--- src/rtl/instr_fetch_pkg.sv ---
// Shared core definitions: fetch FSM encoding, fetch buffer depth, control-transfer selects.
package instr_fetch_pkg;

  localparam int unsigned FETCH_FIFO_DEPTH = 2;

  // Control-transfer source selects used by the PC mux
  localparam logic [1:0] CTRL_TRANS_SEL_SEQ    = 2'd0;
  localparam logic [1:0] CTRL_TRANS_SEL_BRANCH = 2'd1;
  localparam logic [1:0] CTRL_TRANS_SEL_JUMP   = 2'd2;
  localparam logic [1:0] CTRL_TRANS_SEL_TRAP   = 2'd3;

  typedef enum logic [1:0] {
    IDLE = 2'd0,
    REQ  = 2'd1,
    WAIT = 2'd2
  } fetch_state_e;

endpackage

--- src/rtl/fetch_fifo.sv ---
// Small instruction buffer: registered storage, push/pop/flush, occupancy count.
module fetch_fifo #(
  parameter int unsigned WIDTH = 64,
  parameter int unsigned DEPTH = 2
) (
  input  logic                     clk,
  input  logic                     rst,
  input  logic                     push_i,
  input  logic                     pop_i,
  input  logic                     flush_i,
  input  logic [WIDTH-1:0]         data_i,
  output logic [WIDTH-1:0]         data_o,
  output logic                     valid_o,
  output logic [$clog2(DEPTH):0]   count_o
);

  localparam int unsigned PTR_W = $clog2(DEPTH);
  localparam int unsigned CNT_W = PTR_W + 1;

  logic [WIDTH-1:0] mem_q [DEPTH];
  logic [PTR_W-1:0] wr_q;
  logic [PTR_W-1:0] rd_q;
  logic [CNT_W-1:0] cnt_q;
  logic             push_en;
  logic             pop_en;

  // Flush wins over any push/pop in the same cycle
  assign push_en = push_i && !flush_i;
  assign pop_en  = pop_i && !flush_i && (cnt_q != '0);

  // Pointer and count bookkeeping; pointers wrap modulo DEPTH
  always_ff @(posedge clk or posedge rst) begin
    if (rst) begin
      wr_q  <= '0;
      rd_q  <= '0;
      cnt_q <= '0;
    end else if (flush_i) begin
      wr_q  <= '0;
      rd_q  <= '0;
      cnt_q <= '0;
    end else begin
      if (push_en) wr_q <= wr_q + PTR_W'(1);
      if (pop_en)  rd_q <= rd_q + PTR_W'(1);
      case ({push_en, pop_en})
        2'b10:   cnt_q <= cnt_q + CNT_W'(1);
        2'b01:   cnt_q <= cnt_q - CNT_W'(1);
        default: cnt_q <= cnt_q;
      endcase
    end
  end

  // Storage array; output is masked while empty so stale words never leak
  always_ff @(posedge clk) begin
    if (push_en) mem_q[wr_q] <= data_i;
  end

  assign valid_o = (cnt_q != '0);
  assign data_o  = valid_o ? mem_q[rd_q] : '0;
  assign count_o = cnt_q;

  // The fetch unit reserves space before requesting, so a full push is a bug
  a_no_overflow: assert property (@(posedge clk) disable iff (rst)
    !(push_en && (cnt_q == CNT_W'(DEPTH))));

endmodule

--- src/rtl/instr_fetch.sv ---
// Instruction fetch: one outstanding memory request, buffered responses, flush handling.
module instr_fetch
  import instr_fetch_pkg::*;
#(
  parameter int unsigned INSTR_WIDTH = 32,
  parameter int unsigned ADDR_WIDTH  = 32,
  parameter int unsigned FIFO_DEPTH  = FETCH_FIFO_DEPTH
) (
  input  logic                   clk,
  input  logic                   rst,
  input  logic [ADDR_WIDTH-1:0]  pc_i,
  input  logic                   pc_valid_i,
  output logic                   pc_ready_o,
  input  logic                   flush_i,
  output logic                   instr_req_o,
  output logic [ADDR_WIDTH-1:0]  instr_addr_o,
  input  logic                   instr_gnt_i,
  input  logic                   instr_rvalid_i,
  input  logic [INSTR_WIDTH-1:0] instr_rdata_i,
  output logic                   instr_valid_o,
  input  logic                   instr_ready_i,
  output logic [INSTR_WIDTH-1:0] instr_o,
  output logic [ADDR_WIDTH-1:0]  instr_pc_o
);

  localparam int unsigned CNT_W   = $clog2(FIFO_DEPTH) + 1;
  localparam int unsigned SUM_W   = CNT_W + 1;
  localparam int unsigned ENTRY_W = INSTR_WIDTH + ADDR_WIDTH;

  fetch_state_e          state_q, state_d;
  logic [ADDR_WIDTH-1:0] addr_q, addr_d;
  logic                  discard_q, discard_d;
  logic                  run_q;
  logic                  launch_c;
  logic                  outstanding_c;
  logic                  req_c;
  logic                  pc_ready_c;
  logic                  push_c;
  logic                  pop_c;
  logic [ADDR_WIDTH-1:0] addr_c;
  logic [ADDR_WIDTH-1:0] pc_aligned_c;
  logic [CNT_W-1:0]      fifo_count;
  logic                  fifo_valid;
  logic [ENTRY_W-1:0]    fifo_data;

  assign pc_aligned_c  = pc_i & ~ADDR_WIDTH'(3);
  assign outstanding_c = (state_q != IDLE);
  // New fetch allowed only if buffered plus in-flight words leave a free slot
  assign launch_c = run_q && pc_valid_i && !flush_i &&
                    ((SUM_W'(fifo_count) + SUM_W'(outstanding_c)) < SUM_W'(FIFO_DEPTH));
  assign pop_c    = fifo_valid && instr_ready_i;

  // Holds off requests until the first clock edge after reset release
  always_ff @(posedge clk or posedge rst) begin
    if (rst) run_q <= 1'b0;
    else     run_q <= 1'b1;
  end

  // FSM, request address and discard flag registers
  always_ff @(posedge clk or posedge rst) begin
    if (rst) begin
      state_q   <= IDLE;
      addr_q    <= '0;
      discard_q <= 1'b0;
    end else begin
      state_q   <= state_d;
      addr_q    <= addr_d;
      discard_q <= discard_d;
    end
  end

  // Next-state and request/handshake outputs
  always_comb begin
    state_d    = state_q;
    addr_d     = addr_q;
    discard_d  = discard_q;
    req_c      = 1'b0;
    addr_c     = '0;
    pc_ready_c = 1'b0;
    push_c     = 1'b0;
    case (state_q)
      IDLE: begin
        if (launch_c) begin
          req_c  = 1'b1;
          addr_c = pc_aligned_c;
          addr_d = pc_aligned_c;
          if (instr_gnt_i) begin
            pc_ready_c = 1'b1;
            state_d    = WAIT;
          end else begin
            state_d = REQ;
          end
        end
      end
      REQ: begin
        req_c  = 1'b1;
        addr_c = addr_q;
        if (instr_gnt_i) begin
          pc_ready_c = 1'b1;
          discard_d  = flush_i;
          state_d    = WAIT;
        end else if (flush_i) begin
          state_d = IDLE;
        end
      end
      WAIT: begin
        if (flush_i) discard_d = 1'b1;
        if (instr_rvalid_i) begin
          push_c    = !(discard_q || flush_i);
          discard_d = 1'b0;
          if (launch_c && !discard_q) begin
            addr_d  = pc_aligned_c;
            state_d = REQ;
          end else begin
            state_d = IDLE;
          end
        end
      end
      default: state_d = IDLE;
    endcase
  end

  fetch_fifo #(
    .WIDTH (ENTRY_W),
    .DEPTH (FIFO_DEPTH)
  ) u_fifo (
    .clk     (clk),
    .rst     (rst),
    .push_i  (push_c),
    .pop_i   (pop_c),
    .flush_i (flush_i),
    .data_i  ({instr_rdata_i, addr_q}),
    .data_o  (fifo_data),
    .valid_o (fifo_valid),
    .count_o (fifo_count)
  );

  assign instr_req_o   = req_c;
  assign instr_addr_o  = addr_c;
  assign pc_ready_o    = pc_ready_c;
  assign instr_valid_o = fifo_valid;
  assign instr_o       = fifo_data[ENTRY_W-1:ADDR_WIDTH];
  assign instr_pc_o    = fifo_data[ADDR_WIDTH-1:0];

endmodule

--- config.mk ---
export PLATFORM = sky130hd
export DESIGN_NAME = instr_fetch
export DESIGN_NICKNAME = d
export VERILOG_FILES = /design/src/rtl/instr_fetch_pkg.sv /design/src/rtl/fetch_fifo.sv /design/src/rtl/instr_fetch.sv
export SDC_FILE = /design/constraint.sdc
export NUM_CORES = 1
export LEC_CHECK = 0
export CAP_MARGIN = 40
export CORE_MARGIN = 4
export CORE_UTILIZATION = 45
export CTS_CLUSTER_SIZE = 25
export DETAILED_ROUTE_END_ITERATION = 8
export GPL_TIMING_DRIVEN = 0
export PLACE_DENSITY = 0.74
export SYNTH_ARGS = -nofsm -noshare
export SYNTH_HDL_FRONTEND = slang
export SYNTH_SLANG_ARGS = --single-unit
--- constraint.sdc ---
create_clock -name clk -period 9.3 [get_ports clk]
set_clock_uncertainty 0.2 [all_clocks]
set_input_delay 2.325 -clock clk [delete_from_list [all_inputs] [get_ports clk]]
set_output_delay 2.325 -clock clk [all_outputs]
set_load 0.02 [all_outputs]
==> qor.csv, run 1 <==
stage;metric;value;unit
status;status;finished, final reports clean;
layout;drive_gt1_frac;0.138;
detailed_routing;routedWlPerCell;17.7;um
logic_synthesis;yosysWarnings;0;
detailed_routing;drt-vias-per-instance;5.15;
logic_synthesis;synth.distinct_cells;33;
logic_synthesis;synth_top_area_share;0.554;
sta;rsz0062_at_grt;no;
power;p_per_area;192;nW/um2
layout;finalNetCount;679;
sta;worstMarginPinSlew;0.834;ns
place;numPortBuffers;162;
sta;fin_crit_sh;0.779;
clocking;cts-htree-levels;4;
floorplan;core-area;14600;um2
layout;n_antenna_cell;0;
logic_synthesis;synth_seq_cells;162;
detailed_routing;routed_wl;14300;um
logic_synthesis;yosysTopAreaCell;edfxtp_1;
critical_path;criticalPathCategory;primary input to output pin;
global_route;grt_pass1_vias;4255;
detailed_routing;first_iter_violations;171;
logic_synthesis;syn_inst;421;
global_route;groute.usage.overall;0.171;
clocking;cts-root-buf;clkbuf_16;
layout;area.growth.synth_to_final;37.3;%
power;leakagePower;3.24;nW
critical_path;cp_max_fo;10;
floorplan;fp.dieArea;16900;um2
sta;fin_setup_tns;0;ns
critical_path;ff2ff_setup_slack;6.78;ns
layout;stdcell_area;9220;um2
floorplan;die_h;130;um
clocking;cts_max_path_buffers;2;
detailed_routing;drcViolationCount;0;
place;gp_routability_congestion;0.731;
floorplan;rows;44;
clocking;holdBufCountCts;0;
logic_synthesis;synth_seq_area_share;0.696;
clocking;cts.clk_slew.worst_paths;0.05;ns
power;ir_worst_vdd;114;uV
floorplan;die_w;130;um
logic_synthesis;syn_area_per_cell;16.0;um2
sta;hold_viol_final;0;
detailed_routing;postRouteAntennaNets;0;
logic_synthesis;syn-cell-area;6720;um2
clocking;insertion_delay;0.41;ns
place;dp_hpwl;10100;um
clocking;cts_resized;0;
sta;finalSetupViolations;0;
clocking;postCtsSetupBuffers;0;
detailed_routing;vias;4149;
floorplan;io_pins;170;
critical_path;arrival;4.72;ns
global_route;overflow;0;
logic_synthesis;synthTopCellsByArea;edfxtp_1, dfrtp_1, mux2i_1, mux2_4, a22o_1;
sta;max_slew_margin;0.443;
run;maxCapViolations;0;
global_route;grt_max_degree;47;
floorplan;initial_utilization;0.461;
sta;clock.fmax;138;MHz
sta;fin_crit;7.24;ns
worst_hold_path;hold_class;flip-flop to flip-flop;
clocking;cts_tree;built;
global_route;antenna_found_initial;0;
sta;finalMaxSlewViolations;0;
critical_path;critical_path_required;6.78;ns
clocking;cts_sinks;162;
global_route;grt_pass1_wl;21600;um
detailed_routing;dr.pass1.iters;4;
place;post_dp_cell_area;8670;um2
critical_path;end_kind;output pin;
critical_path;cp-start-kind;primary input;
clocking;numCtsBuffers;17;
## per-stage QoR
stage          hold slack [ns]  cells  total power, mW  utilization  setup WS (ns)
3_5_place_dp             0.288    773             1.14        0.594           2.07
4_1_cts                  0.304    805             1.78        0.632           2.05
6_report                 0.308    805             1.77        0.632           2.06
2_1_floorplan            0.265    424             1.03            -           3.19
5_1_grt                  0.320    805             1.84        0.632           1.93
3_3_place_gp             0.278    770             1.13        0.588           1.35
## layout by cell type (no fill, tap or decap), types with 5 or more instances in the layout
cell type,Yosys,final
conb_1,2,5
clkdlybuf4s50_1,0,162
a22o_1,31,31
clkinv_2,0,5
clkbuf_16,0,17
edfxtp_1,124,124
mux2i_1,63,63
mux2_4,30,30
nor2_1,72,71
clkbuf_1,13,17
buf_2,8,8
dfrtp_1,38,38
## path summary, 6_finish.rpt
path | to | startpoint | cells after the start
max | instr_addr_o[28] | pc_valid_i | 6
min | u_fifo.mem_q[0][21] | addr_q[21] | 0
max reg2reg | u_fifo.mem_q[0][39] | state_q[0] | 6
min reg2reg | u_fifo.mem_q[0][21] | addr_q[21] | 0
max in group asynchronous | addr_q[21] | rst | 2
min in group asynchronous | addr_q[25] | rst | 2
## critical path: stages
cell and delay [ns]:
clkdlybuf4s50_1 0.50, nand3b_1 0.14, nor4_2 0.39, clkbuf_1 0.49
a22o_1 0.26, clkdlybuf4s50_1 0.61
## cells by family after synthesis
logic type / after synthesis / share of synthesized area
multiplexers: 93 / 0.161
other: 2 / 0.00112
AO/OA/AOI/OAI: 42 / 0.0531
AND/OR/NAND/NOR: 86 / 0.0547
flip-flops: 162 / 0.696
XOR/XNOR: 3 / 0.00391
buffers and inverters: 33 / 0.0305
## where the power goes
part / internal, mW / leakage (nW) / switching, mW
Sequential: 0.851 / 1.58 / 0.0472
Combinational: 0.132 / 1.38 / 0.0918
Clock: 0.393 / 0.278 / 0.253
## sequential cells by signal (all words and copies together) (netlist names)
register,count
u_fifo.count_o,2
discard_q,1
u_fifo.wr_q,1
u_fifo.rd_q,1
run_q,1
state_q,2
addr_q,30
u_fifo.mem_q,124
## metal layers
metal,global-route usage,share of wire,up-vias
met5,0,0,-
met3,0.0540,0.066,19
met1,0.206,0.41,2044
met4,0.0630,0.018,0
met2,0.291,0.50,140
li1,-,-,1946
## Yosys cell counts, drive strengths merged
library cell and instances:
edfxtp 124, nor2 73, mux2i 63, dfrtp 38, a22o 31, mux2 30, buf 16, clkbuf 13
inv 4, nand2 4, xor2 3, a211oi 2, conb 2, nand3b 2, nor4 2, o21ai 2
a21boi 1, a21oi 1, a221oi 1, a31oi 1, a41o 1, and2 1, and3 1, nand4 1
nand4bb 1, nor2b 1, o21ba 1, o221a 1
## layout make-up
cell class,count,area (um2)
fillers,1090,5370
flip-flops and latches,162,4670
multi-input cells,229,1860
repair buffers,165,1700
clock buffers,25,495
well taps,184,230
plain buffers,29,190
clock inverters,7,58.8
inverters,4,15.0
(Power assumes the default switching activity.)
==> run 2, diff against run 1 <==
Settings changed: CORE_UTILIZATION 45 to 44, PLACE_DENSITY 0.74 to 0.76.
Clock period 9.3 ns to 5.9 ns, I/O delays scaled along.
==> run 2 against run 1 <==
  * Highest routed layer is now met5
  * Non-clock buffer count stayed put
  * Critical path depth stayed put
  * First-iteration DRC count is 23% higher
  * Via count is 0.60% lower
  * Count of clock-buffer cells in the layout is 6 lower
  * Die area is 2.1% higher
  * Power is 61% higher
  * Register-to-register slack worse by 3.5 ns
  * Critical path type unchanged
==> qor.csv, run 2 (same netlist as run 1, synthesis figures left out) <==
stage;metric;value;unit;change
clocking;cts-htree-levels;4;;unchanged
layout;drive_gt1_frac;0.138;;unchanged
detailed_routing;routed_wl;14700;um;+2.8%
global_route;grt_pass1_wl;23300;um;+7.7%
critical_path;cp-start-kind;primary input;;
critical_path;cp_max_fo;10;;unchanged
layout;final_cell_mix;clkdlybuf4s50_1, edfxtp_1, nor2_1;;
power;p_int;2.21;mW;+60%
critical_path;end_kind;output pin;;
global_route;grt_max_degree;45;;-4.3%
layout;final_common_cell;clkdlybuf4s50_1;;
layout;final_cell_count_no_fill;805;;unchanged
detailed_routing;wl_met3;792;um;-16%
power;power_frac_comb;0.124;;-0.002
floorplan;core-area;14800;um2;+1.1%
layout;multiInputGateArea;1860;um2;unchanged
clocking;postCtsSetupBuffers;0;;unchanged
clocking;cts.clk_slew.worst_paths;0.06;ns;about the same
worst_hold_path;hold_class;flip-flop to flip-flop;;
floorplan;die_h;132;um;+1.1%
clocking;cts-root-buf;clkbuf_16;;
floorplan;die_w;132;um;+1.1%
sta;worstMarginPinSlew;0.858;ns;+0.0247 ns
sta;rsz0062_at_grt;no;;
critical_path;arrival;3.79;ns;-0.93 ns
power;ir_worst_vdd;182;uV;+60%
clocking;cts_sinks;162;;unchanged
global_route;grt_pass1_vias;4508;;+5.9%
power;seqPwrFrac;0.498;;-0.010
sta;hold_viol_final;0;;unchanged
power;p_switching;638;uW;+63%
clocking;insertion_delay;0.42;ns;about the same
place;gp_routability_congestion;0.757;;+3.5%
sta;max_slew_margin;0.427;;-0.0165
clocking;numCtsBuffers;17;;unchanged
sta;fin_crit;5.46;ns;
layout;fillers;1088;;-0.18%
clocking;holdBufCountCts;0;;unchanged
power;p_clk_frac;0.378;;+0.013
run;maxCapViolations;0;;unchanged
layout;stdcell_area;9250;um2;+0.23%
critical_path;critical_path_required;4.22;ns;-2.56 ns
global_route;antenna_found_initial;1;;+1
place;dp_hpwl;10300;um;+2.9%
layout;finalNetCount;679;;unchanged
layout;area.growth.synth_to_final;37.6;%;
floorplan;rows;44;;unchanged
critical_path;criticalPathCategory;primary input to output pin;;
detailed_routing;postRouteAntennaNets;0;;unchanged
power;p_sw_frac;0.224;;+0.00263
layout;n_antenna_cell;0;;unchanged
clocking;cts_resized;0;;unchanged
detailed_routing;wl_met1;6050;um;+3.0%
power;p_per_area;308;nW/um2;+60%
clocking;cts_max_path_buffers;2;;unchanged
sta;finalMaxSlewViolations;0;;unchanged
detailed_routing;wl_met2;7580;um;+5.1%
detailed_routing;vias;4124;;-0.60%
detailed_routing;dr.pass1.iters;4;;unchanged
layout;largest_register_ffs;124;;unchanged
layout;largest_register;u_fifo.mem_q;;
place;dp_slack;0.427;ns;-1.64 ns
floorplan;fp.dieArea;17300;um2;+2.1%
place;post_dp_cell_area;8670;um2;unchanged
power;leakagePower;3.24;nW;+0.14%
detailed_routing;drt-vias-per-instance;5.12;;-0.60%
floorplan;initial_utilization;0.455;;-0.00516
place;numPortBuffers;162;;unchanged
layout;seq_area;4670;um2;unchanged
sta;fin_crit_sh;0.926;;
detailed_routing;first_iter_violations;210;;+23%
detailed_routing;drcViolationCount;0;;unchanged
sta;finalSetupViolations;0;;unchanged
detailed_routing;routedWlPerCell;18.2;um;+2.8%
status;status;finished, final reports clean;;
floorplan;io_pins;170;;unchanged
sta;clock.fmax;183;MHz;
place;dp.cells;773;;unchanged
global_route;groute.usage.overall;0.172;;+0.000594
sta;worst_slack;0.437;ns;-1.62 ns
global_route;overflow;0;;unchanged
clocking;cts_tree;built;;
detailed_routing;highest_layer;met5;;
layout;reg_top3;u_fifo.mem_q (124), addr_q (30);;
-- run 2: cell types whose count changed in the layout (fill, tap and decap cells not counted) --
cell / delta
clkbuf_8: -4
bufinv_16: +2
clkbuf_1: -2
clkinv_1: +2
clkinv_4: +1
clkinvlp_4: +1
-- run 2: per-stage QoR --
| step | power (mW) | hold WS (ns) | setup TNS [ns] | utilization |
|---|---|---|---|---|
| 2_1_floorplan | 1.63 | 0.265 | 0 | - |
| 3_3_place_gp | 1.77 | 0.279 | -76.28 | 0.582 |
| 3_5_place_dp | 1.79 | 0.290 | 0 | 0.588 |
| 4_1_cts | 2.87 | 0.305 | 0 | 0.627 |
| 5_1_grt | 2.95 | 0.329 | 0 | 0.627 |
| 6_report | 2.84 | 0.303 | 0 | 0.627 |
-- run 2: path summary, 6_finish.rpt --
| kind | endpoint | slack [ns] | cells past startpoint | from |
|---|---|---|---|---|
| setup / recovery | instr_addr_o[22] | 0.44 | 6 | pc_valid_i |
| hold / removal | u_fifo.mem_q[1][9] | 0.30 | 0 | addr_q[9] |
| setup reg to reg | u_fifo.mem_q[0][37] | 3.32 | 6 | state_q[0] |
| hold reg to reg | u_fifo.mem_q[1][9] | 0.30 | 0 | addr_q[9] |
| max in group asynchronous | addr_q[16] | 3.61 | 2 | rst |
| min in group asynchronous | addr_q[2] | 1.36 | 2 | rst |
-- run 2: cell type report --
| class | instances | share of cell area |
|---|---|---|
| clock inverter | 13 | 0.0154 |
| inverter | 4 | 0.00162 |
| multi-input combinational | 229 | 0.202 |
| sequential | 162 | 0.506 |
| tap | 184 | 0.0249 |
| clock buffer | 19 | 0.0468 |
| buffer | 29 | 0.0206 |
| timing repair buffer | 165 | 0.184 |
-- run 2: worst max-delay path, stage by stage --
cell and delay [ns]:
clkdlybuf4s50_1 0.51, nand3b_1 0.12, nor4_2 0.34, clkbuf_1 0.48, a22o_1 0.25, clkdlybuf4s50_1 0.62
-- run 2: per-layer routing --
| layer | up-vias | GRT usage |
|---|---|---|
| li1 | 1938 | - |
| met1 | 2019 | 0.201 |
| met2 | 142 | 0.301 |
| met3 | 23 | 0.0493 |
| met4 | 2 | 0.0659 |
| met5 | - | 0 |
-- run 2: power groups by stage --
stage | clock network, mW | registers (mW) | logic, mW
finish | 1.07 | 1.42 | 0.353
global route | 1.14 | 1.43 | 0.376
CTS | 1.09 | 1.42 | 0.357
detailed placement | 0 | 1.44 | 0.355
global placement | 0 | 1.43 | 0.342
floorplan | 0 | 1.41 | 0.217
